[src/rtl/tx_frame_mux.sv]
`default_nettype none
// ============================================================================
//  Module   : tx_frame_mux
//  Brief    : Four-source, fixed-priority TX frame formatter. Serves one
//             16-bit word from the highest-priority requester as a 3-byte
//             frame (header, data MSB, data LSB) into a TX FIFO write port.
//  Revision : 1.0 - initial release
// ============================================================================
module tx_frame_mux #(
    parameter logic [7:0] HEADER_BASE = 8'hA0
) (
    input  logic        clk,
    input  logic        rst_n,
    input  logic [3:0]  req,
    input  logic [15:0] in_0,
    input  logic [15:0] in_1,
    input  logic [15:0] in_2,
    input  logic [15:0] in_3,
    input  logic        wfull,
    output logic [7:0]  out,
    output logic        winc,
    output logic [3:0]  accept
);

    // Header upper bits; the two low bits always carry the channel number,
    // so any stray low bits in HEADER_BASE are ignored rather than OR-ed in.
    localparam logic [5:0] c_HDR_HI = HEADER_BASE[7:2];

    typedef enum logic [1:0] {
        S_IDLE = 2'd0,
        S_HDR  = 2'd1,
        S_MSB  = 2'd2,
        S_LSB  = 2'd3
    } state_t;

    state_t      r_state;
    logic [1:0]  r_ch;
    logic [15:0] r_data;
    logic [3:0]  r_accept;

    logic        w_any;
    logic [1:0]  w_ch;
    logic [15:0] w_data;
    logic [3:0]  w_onehot;
    logic        w_winc;
    logic [7:0]  w_out;

    // Fixed-priority pick: lowest requesting index wins.
    always_comb begin
        w_any = |req;
        w_ch  = 2'd0;
        if (req[0])      w_ch = 2'd0;
        else if (req[1]) w_ch = 2'd1;
        else if (req[2]) w_ch = 2'd2;
        else if (req[3]) w_ch = 2'd3;
    end

    // Data word and one-hot acknowledge for the winning source.
    always_comb begin
        w_onehot = 4'b0001 << w_ch;
        case (w_ch)
            2'd0:    w_data = in_0;
            2'd1:    w_data = in_1;
            2'd2:    w_data = in_2;
            default: w_data = in_3;
        endcase
    end

    // A byte is written whenever a frame is in flight and the FIFO has room.
    assign w_winc = (r_state != S_IDLE) && !wfull;

    // Byte presented to the FIFO, decoded from the registered frame state;
    // it holds its value across stalls because the state does not move.
    always_comb begin
        case (r_state)
            S_HDR:   w_out = {c_HDR_HI, r_ch};
            S_MSB:   w_out = r_data[15:8];
            S_LSB:   w_out = r_data[7:0];
            default: w_out = 8'h00;
        endcase
    end

    // Frame sequencer: grant in IDLE, then step one byte per accepted write.
    always_ff @(posedge clk or negedge rst_n) begin
        if (!rst_n) begin
            r_state  <= S_IDLE;
            r_ch     <= 2'd0;
            r_data   <= 16'h0000;
            r_accept <= 4'b0000;
        end else begin
            r_accept <= 4'b0000;
            case (r_state)
                S_IDLE: begin
                    if (w_any) begin
                        r_ch     <= w_ch;
                        r_data   <= w_data;
                        r_accept <= w_onehot;
                        r_state  <= S_HDR;
                    end
                end
                S_HDR: begin
                    if (w_winc) r_state <= S_MSB;
                end
                S_MSB: begin
                    if (w_winc) r_state <= S_LSB;
                end
                S_LSB: begin
                    if (w_winc) r_state <= S_IDLE;
                end
                default: r_state <= S_IDLE;
            endcase
        end
    end

    assign out    = w_out;
    assign winc   = w_winc;
    assign accept = r_accept;

endmodule
`default_nettype wire

[config.mk]
export PLATFORM = sky130hd
export DESIGN_NAME = tx_frame_mux
export DESIGN_NICKNAME = d
export VERILOG_FILES = /design/src/rtl/tx_frame_mux.sv
export SDC_FILE = /design/constraint.sdc
export NUM_CORES = 1
export LEC_CHECK = 0
export CAP_MARGIN = 20
export CORE_AREA = 2 2 69 71
export CTS_BUF_LIST = sky130_fd_sc_hd__clkbuf_4 sky130_fd_sc_hd__clkbuf_8 sky130_fd_sc_hd__clkbuf_16
export DETAILED_ROUTE_END_ITERATION = 10
export DIE_AREA = 0 0 71 73
export PLACE_DENSITY_LB_ADDON = 0.05
export SYNTH_ARGS = -nofsm -noshare
export SYNTH_HDL_FRONTEND = slang
export SYNTH_SLANG_ARGS = --single-unit
[constraint.sdc]
create_clock -name clk -period 2.16 [get_ports clk]
set_input_delay 0.648 -clock clk [delete_from_list [all_inputs] [get_ports clk]]
set_output_delay 0.648 -clock clk [all_outputs]
set_load 0.01 [all_outputs]
==> results.yml, run 1 <==
worst_setup_path:
  cp.arrival_ns: 1.57
  worst_path_max_delay_cell: "dfrtp_1"
  critical_path_peak_fanout: 7
  cp_num_buf_inv: 3
  reg2reg_depth: 7
  crit_required_ns: 1.51
  crit_chain: "buf_6, ha_4, buf_4, a22oi_2, a21oi_2, buf_2"
  reg2reg_to: "r_data[3]"
  end_kind: "output pin"
  crit_family: "buffers and inverters"
  rrSetupSlack_ns: 0.31
  cp-start-kind: "flop"
  reg2reg_from: "r_state[1]"
  worst-setup-path-type: "reg -> out"
  cpPeakStageDelay_ns: 0.42
layout:
  design_area_um2: 2990
  layout.nets: 393
  seq_area_um2: 602
  syn_to_final_growth_pct: 69.6
  diodes: 0
  final.fill_count: 404
  multiInputGateArea_um2: 1110
  drive_gt1_frac: 0.256
sta:
  fmax_ghz: 0.452
  period_minus_slack_ns: 2.21
  hold_ws_ns: 0.511
  worst_pin_slew_ns: 0.415
  setup_violations: 6
  skew_ns: 0.00461
  slew_violations: 0
  worst_slack_ns: -0.0535
  slew_headroom: 0.723
  period_share: 1.02
  rsz0062_at_grt: "yes"
  hold_viol_final: 0
yosys:
  syn-cell-area_um2: 1760
  synth_seq_cells: 24
  async_flop_share: 1.00
  synth-xor-area-share: 0
  yosysUniqueCellTypes: 36
  syn_avg_cell_area_um2: 8.43
  yosysMostFrequentCell: "nand2_1"
  syn_inst: 209
  syn-num-nets: 284
  ys_seq_area_frac: 0.341
  yosys.area_share.adder: 0.0284
  synth-compound-area-share: 0.350
  synth-simple-area-share: 0.195
  synth_edf_count: 0
  synth_flop_cell: "dfrtp_1"
  yosys_warnings: 0
  synth.area.mux_share: 0.00639
  synth_area_leaders: "dfrtp_1, a32o_1, nand2_1"
  synth_top_area_cell: "dfrtp_1"
  synth_top_cells_by_count: "nand2_1, nor2_1, dfrtp_1"
  synth_top_family_by_area: "compound AO/OA/AOI/OAI gates"
  synth.top_cell.area_share: 0.341
die:
  rows: 25
  die_y_um: 73
  die_w_um: 71
  ios: 84
  initial_core_util: 0.388
  core_area_um2: 4540
  die_area_um2: 5180
route:
  dr.first_iter.drc_count: 141
  drc_errors: 0
  highest_layer: "met4"
  met3WireLength_um: 327
  wirelength_um: 5560
  drt-met1-wl_um: 2640
  vias: 1974
  drt_pass1_iterations: 4
  vias_per_cell: 5.32
  final_antenna_net_count: 0
  wl_per_cell_um: 15.0
  met2WireLength_um: 2550
global_routing:
  grt_max_degree: 25
  overflow: 0
  grt_use_total: 0.220
  grt_pass1_wl_um: 9090
  antenna_found_initial: 0
  grt_pass1_vias: 1940
run:
  drv_cap: 0
clock_tree:
  clock-sinks: 24
  cts_inserted_buffers: 3
  cts_root_buf: "clkbuf_8"
  cts_hold_buf: 0
  clkTransAtPathRegs_ns: 0.09
  cts_buffer_depth: 2
  cts_htree_levels: 1
  cts_tree: "done"
  insertion_delay_ns: 0.27
worst_hold_path:
  hold_end: "r_ch[0]"
  min_from: "r_ch[0]"
  min_delay_path_depth: 1
  hold_path.class: "reg -> reg"
placed_design:
  dpl.hpwl_um: 4260
  portBuffers: 83
  gp_congestion: 0.814
  placed_area_um2: 2780
outcome:
  status: "complete, but fails checks"
  violations: "negative setup slack"
pwr:
  p_leak_nw: 1.23
  max-vdd-ir-drop_uv: 402
  p_per_area_nw_per_um2: 939
layer usage:
metal / track usage / vias to the layer above
li1: - / 983
met1: 0.304 / 921
met2: 0.371 / 66
met3: 0.0249 / 4
met4: 0.0524 / 0
met5: 0 / -
through the flow:
stage | setup WS (ns) | cells | utilization | TNS (ns) | total power, W
after floorplan | 0.289 | 209 | - | 0 | 0.00150
after global placement | -0.224 | 357 | 0.613 | -3.09 | 0.00215
after detailed placement | -0.246 | 357 | 0.613 | -3.02 | 0.00217
after CTS | -0.0559 | 368 | 0.649 | -0.0869 | 0.00271
after global routing | -0.165 | 371 | 0.659 | -0.673 | 0.00298
final | -0.0535 | 371 | 0.659 | -0.171 | 0.00281
area by class of cell:
cell class	count	share of cell area
repair buffers	124	0.375
multi-input cells	161	0.372
flip-flops and latches	24	0.201
well taps	54	0.0226
clock buffers	3	0.0138
clock inverters	1	0.0101
inverters	4	0.00503
sequential cells by signal, indices dropped and copies added (netlist names):
name     cells
r_state      2
accept       4
r_data      16
r_ch         2
logic make-up (layout without fill, tap and decap cells):
kind of cell / count (synthesis) / after routing
mux: 1 / 1
buf+inv: 24 / 132
flops: 24 / 24
simple gates: 79 / 79
fa+ha+maj: 4 / 4
compound gates: 77 / 77
report_power, final:
part	total, W	leakage (nW)	internal (W)	switching, W
logic	0.00162	0.898	0.000896	0.000720
registers	0.000798	0.300	0.000648	0.000150
clock network	0.000393	0.0357	0.000248	0.000145
total	0.00281	1.23	0.00179	0.00102
placed cells by master, fill, tap and decap left out, types with 2 or more instances in the layout:
cell type	instances
a211oi_1	3
a211oi_2	9
a21oi_1	6
a222oi_1	2
a22oi_2	5
a32o_1	16
and3_1	2
buf_2	7
buf_4	36
buf_6	4
clkbuf_2	2
clkbuf_8	3
clkdlybuf4s50_1	74
dfrtp_1	23
ha_4	4
inv_1	2
inv_2	2
nand2_1	36
nand2b_1	4
nor2_1	30
nor3_1	2
nor3_4	2
o21ai_0	9
o21ai_1	7
o22a_1	2
o31ai_1	11
worst max-delay path by stage:
| stage | slack (ns) | cells past startpoint | from | end |
|---|---|---|---|---|
| floorplan | 0.29 | 5 | r_state[0] | out[0] |
| global placement | -0.22 | 5 | r_state[0] | out[5] |
| detailed placement | -0.25 | 5 | r_state[0] | out[5] |
| CTS | -0.06 | 5 | r_state[1] | out[0] |
| global route | -0.17 | 5 | r_state[0] | out[0] |
| finish | -0.05 | 6 | r_state[0] | out[5] |
timing repair:
action | 4_1_cts | 5_1_grt
pin swaps | 6 | 6
gates resized for setup | 44 | 12
buffers inserted | 7 | 4
setup endpoints to repair | 9 | 12
(Power assumes the default switching activity.)
==> run 2, diff against run 1 <==
clock period = 2.3 ns   (was 2.16 ns; I/O delays follow)
==> run 2 against run 1 <==
  * The run still ends with negative setup slack left
  * Sequential share of layout area increased by 0.54 points
  * Non-clock buffer count decreased by 5
  * Clock skew decreased by 0.0029 ns
  * Flip-flop and latch count unchanged
  * Register-to-register slack about the same
  * Worst setup slack improved by 0.024 ns
==> results.yml, run 2 (synthesis results as in run 1) <==
die:
  die_area_um2: 5180
  ios: 84
  die_w_um: 71
  initial_core_util: 0.388
  die_y_um: 73
  rows: 25
  core_area_um2: 4540
outcome:
  violations: "negative setup slack"
  status: "complete, but fails checks"
sta:
  skew_ns: 0.00172
  rsz0062_at_grt: "yes"
  period_minus_slack_ns: 2.33
  setup_violations: 4
  worst_slack_ns: -0.0295
  hold_viol_final: 0
  worst_pin_slew_ns: 0.665
  fmax_ghz: 0.429
  slew_headroom: 0.554
  slew_violations: 0
  period_share: 1.01
pwr:
  p_int_w: 0.00158
  max-vdd-ir-drop_uv: 332
  pwr-share-comb: 0.594
  p_per_area_nw_per_um2: 853
  p_sw_w: 0.000902
  clkPwrFrac: 0.112
  switching_share: 0.363
  share_seq_of_total_power: 0.294
  p_leak_nw: 1.20
route:
  wirelength_um: 5410
  wl_per_cell_um: 14.8
  dr.first_iter.drc_count: 179
  drt_pass1_iterations: 4
  vias_per_cell: 5.30
  vias: 1941
  final_antenna_net_count: 0
  drc_errors: 0
layout:
  layout.nets: 388
  most-common-layout-cells: "clkdlybuf4s50_1, nand2_1, buf_4"
  drive_gt1_frac: 0.221
  syn_to_final_growth_pct: 65.5
  diodes: 0
  final_core_util: 0.643
  layout_commonest_cell: "clkdlybuf4s50_1"
  largest_register: "r_data"
  largest_reg_flops: 16
worst_setup_path:
  reg2reg_depth: 9
  reg2reg_from: "r_state[0]"
  crit_required_ns: 1.61
  cp-endpoint: "out[0]"
  cp.arrival_ns: 1.64
  rrSetupSlack_ns: 0.30
  critical_path_peak_fanout: 5
  setup.worst_path.start: "r_state[1]"
  worst-setup-path-type: "reg -> out"
  end_kind: "output pin"
  reg2reg_to: "r_data[15]"
  cp-start-kind: "flop"
global_routing:
  antenna_found_initial: 0
  grt_pass1_vias: 1931
  grt_use_total: 0.216
  overflow: 0
  grt_pass1_wl_um: 8930
  grt_max_degree: 25
clock_tree:
  cts_buffer_depth: 2
  cts_htree_levels: 1
  clock-sinks: 24
  clkTransAtPathRegs_ns: 0.08
  insertion_delay_ns: 0.26
  cts_tree: "done"
  cts_inserted_buffers: 3
  cts_root_buf: "clkbuf_8"
worst_hold_path:
  hold_path.class: "reg -> reg"
  min_from: "r_data[11]"
placed_design:
  dp_worst_setup_slack_ns: -0.176
  portBuffers: 83
  dpl.hpwl_um: 4200
  gp_congestion: 0.798
run:
  drv_cap: 0
[run 2: cell types whose count changed in the layout (fill, tap and decap cells not counted), sizes merged]
cell and change:
buf -10, bufinv -1, clkbuf +2, dlygate4sd2 +4
[run 2: stage by stage]
stage / instances / cell area (um2) / total power (W) / TNS (ns) / hold WS (ns)
after floorplan: 209 / 1760 / 0.00141 / 0 / 0.394
after global placement: 352 / 2740 / 0.00200 / -1.37 / 0.473
after detailed placement: 352 / 2740 / 0.00202 / -2.05 / 0.481
after CTS: 363 / 2900 / 0.00245 / -0.0657 / 0.500
after global routing: 366 / 2920 / 0.00267 / -0.419 / 0.532
final: 366 / 2920 / 0.00249 / -0.0976 / 0.498
[run 2: metal layers]
metal | GRT usage | wire, um | up-vias
met5 | 0 | 0 | -
met4 | 0.0440 | 34 | 0
met3 | 0.0221 | 273 | 2
met2 | 0.363 | 2540 | 60
met1 | 0.303 | 2560 | 909
li1 | - | - | 970
[run 2: timing repair]
action                                  in CTS  in global routing
setup buffers                                7                  3
gates resized for setup                     34                  6
pin swaps                                    4                  3
hold buffers                                 0                  0
endpoints found under the setup margin       9                  7
[run 2: final cells by class]
type                    count  area, um2
fillers                   418       1620
repair buffers            119       1100
multi-input cells         161       1080
flip-flops and latches     24        603
well taps                  54       67.6
clock buffers               4       55.1
inverters                   4       15.0
[run 2: worst min path at each step]
stage	endpoint	slack [ns]	cells after the start
global placement	r_data[15]	0.47	1
CTS	r_data[11]	0.50	1
global route	r_data[15]	0.53	1
finish	r_data[11]	0.50	1
detailed placement	r_data[11]	0.48	1
floorplan	accept[0]	0.39	0
[run 2: power groups by stage]
stage	sequential [W]	clock [W]	combinational, W
floorplan	0.000701	0	0.000708
global placement	0.000726	0	0.00127
detailed placement	0.000732	0	0.00129
CTS	0.000723	0.000283	0.00144
global route	0.000745	0.000299	0.00163
finish	0.000730	0.000278	0.00148
[run 2: worst max-delay path, stage by stage, from the launching register on]
cell      delay (ns)
dfrtp_2         0.42
buf_6           0.13
ha_4            0.17
buf_6           0.13
a222oi_1        0.30
nor2_1          0.10
buf_2           0.15
==> patch: new RTL, settings of run 2 <==
Re-encode `state_t` (4 states) as one-hot, 4 bits wide.
--- a/src/rtl/tx_frame_mux.sv
+++ b/src/rtl/tx_frame_mux.sv
@@ -28,7 +28,7 @@
 
-    typedef enum logic [1:0] {
-        S_IDLE = 2'd0,
-        S_HDR  = 2'd1,
-        S_MSB  = 2'd2,
-        S_LSB  = 2'd3
+    typedef enum logic [3:0] {
+        S_IDLE = 4'b0001,
+        S_HDR  = 4'b0010,
+        S_MSB  = 4'b0100,
+        S_LSB  = 4'b1000
     } state_t;
Formal check against the unedited RTL: no difference found for any inputs over 10 cycles, from zero or initial values and one cycle with rst_n low; not proved beyond that.
==> patch against run 2 <==
Synthesized cell count rose by 6.2%; sequential share of layout area rose by 2.4 points; clock skew rose by 4.7 ps; hold slack improved by 14 ps; clock power rose by 2%; count of clock-buffer cells in the layout did not move; sequential cell count rose by 2; largest cell class is now multi-input combinational cells; wire length fell by 1.7%; final area fell by 3.0%; register-to-register slack improved by 100 ps; critical path depth did not move; setup slack improved by 120 ps; synthesized area rose by 1.2%; largest power group unchanged; power fell by 8.3%.
==> patch: results (changes against run 2) <==
* Status: finished clean (was complete, but fails checks)
* Reg power frac at 35.7% (was 29.4%)
* CTS resizes at 17 (was 34)
* Library cells used by synthesis at 35 (was 36)
* Fill cell count at 434 (was 418)
* Clock Skews at 6.40 ps (was 1.72 ps)
* Syn_nets at 293 (was 284)
* Max VDD drop at 0.000482 V (was 0.000332 V)
* Reg2reg start: r_state[1] (was r_state[0])
* Sequential share of the synthesized area at 36.6% (was 34.1%)
* Met2 usage at 35.7% (was 36.3%)
* Setup slack, reg-to-reg at 400 ps (was 300 ps)
* Total number of vias at 1,947 (was 1,941)
* Min-delay src: r_data[12] (was r_data[11])
* GRT Total Usage at 21.0% (was 21.6%)
* Pleak at 1.15 nW (was 1.20 nW)
* Via-to-Cell Ratio at 5.29 (was 5.30)
* Dpl hpwl at 3.96 mm (was 4.20 mm)
* Maximum fanout along the worst path at 3 (was 5)
* Critical Path AT at 1520 ps (was 1640 ps)
* Relative slew slack at 76.4% (was 55.4%)
* Share of cells above drive strength 1 at 17.8% (was 22.1%)
* WL met2 at 2.48 mm (was 2.54 mm)
* Largest net degree at the start of global routing at 27 (was 25)
* Fin nets at 386 (was 388)
* Mux cell area share after synthesis at 0.561% (was 0.639%)
* Worst slack, placed at -285 ps (was -176 ps)
* Clock latency on the worst-skew pair at 280 ps (was 260 ps)
* Wire length on met3 at 286 µm (was 273 µm)
* Synth area leaders: dfrtp_1 35%, nand2_1 5.7%, a21oi_1 5.6% (was dfrtp_1 34%, a32o_1 9.1%, nand2_1 7.7%)
* Global-route track usage on met1 at 27.5% (was 30.3%)
* Int Pwr at 1.39 mW (was 1.58 mW)
* First-pass GRT wire length at 8.67 mm (was 8.93 mm)
==> patch: cell types whose count changed after synthesis, moves of 5 or more <==
| cell | run 2 | this run |
|---|---|---|
| a211oi_2 | 9 | 0 |
| a21oi_1 | 7 | 20 |
| a311oi_1 | 0 | 7 |
| a31oi_1 | 1 | 6 |
| a32o_1 | 16 | 0 |
| and2_1 | 1 | 6 |
| inv_1 | 3 | 9 |
| nand2_1 | 36 | 27 |
| nand4b_1 | 0 | 9 |
| nor2_1 | 30 | 19 |
| nor2b_1 | 1 | 10 |
| o21ai_0 | 9 | 15 |
| o22ai_1 | 0 | 10 |
| o31ai_1 | 12 | 0 |
==> patch: worst max path at each step <==
stage | startpoint | end | slack [ps]
6_report | r_state[3] | out[0] | 90
3_3_place_gp | req[0] | r_data[12] | -250
5_1_grt | req[0] | r_data[12] | 4
3_5_place_dp | req[0] | r_data[12] | -280
2_1_floorplan | r_state[0] | winc | 240
4_1_cts | r_state[2] | out[0] | -90
==> patch: metrics by stage <==
stage / hold slack (ps) / instance area, µm²
after global routing: 536 / 2830
after floorplan: 394 / 1780
final: 513 / 2830
after detailed placement: 480 / 2750
after CTS: 500 / 2800
after global placement: 470 / 2750
==> patch: worst max-delay path, cell delays in order (launching register included) <==
cell	delay, ps
dfrtp_1	400
buf_4	160
nor2_2	140
and2_1	210
a2bb2oi_2	80
nor2_1	110
clkbuf_2	150
==> patch: area by class of cell <==
cell class / count / area [µm²] / share of cell area (%)
repair buffers: 106 / 967 / 34.2
multi-input cells: 168 / 1050 / 37.3
inverters: 10 / 37.5 / 1.33
clock buffers: 4 / 48.8 / 1.73
flip-flops and latches: 26 / 652 / 23.1
well taps: 54 / 67.6 / 2.39
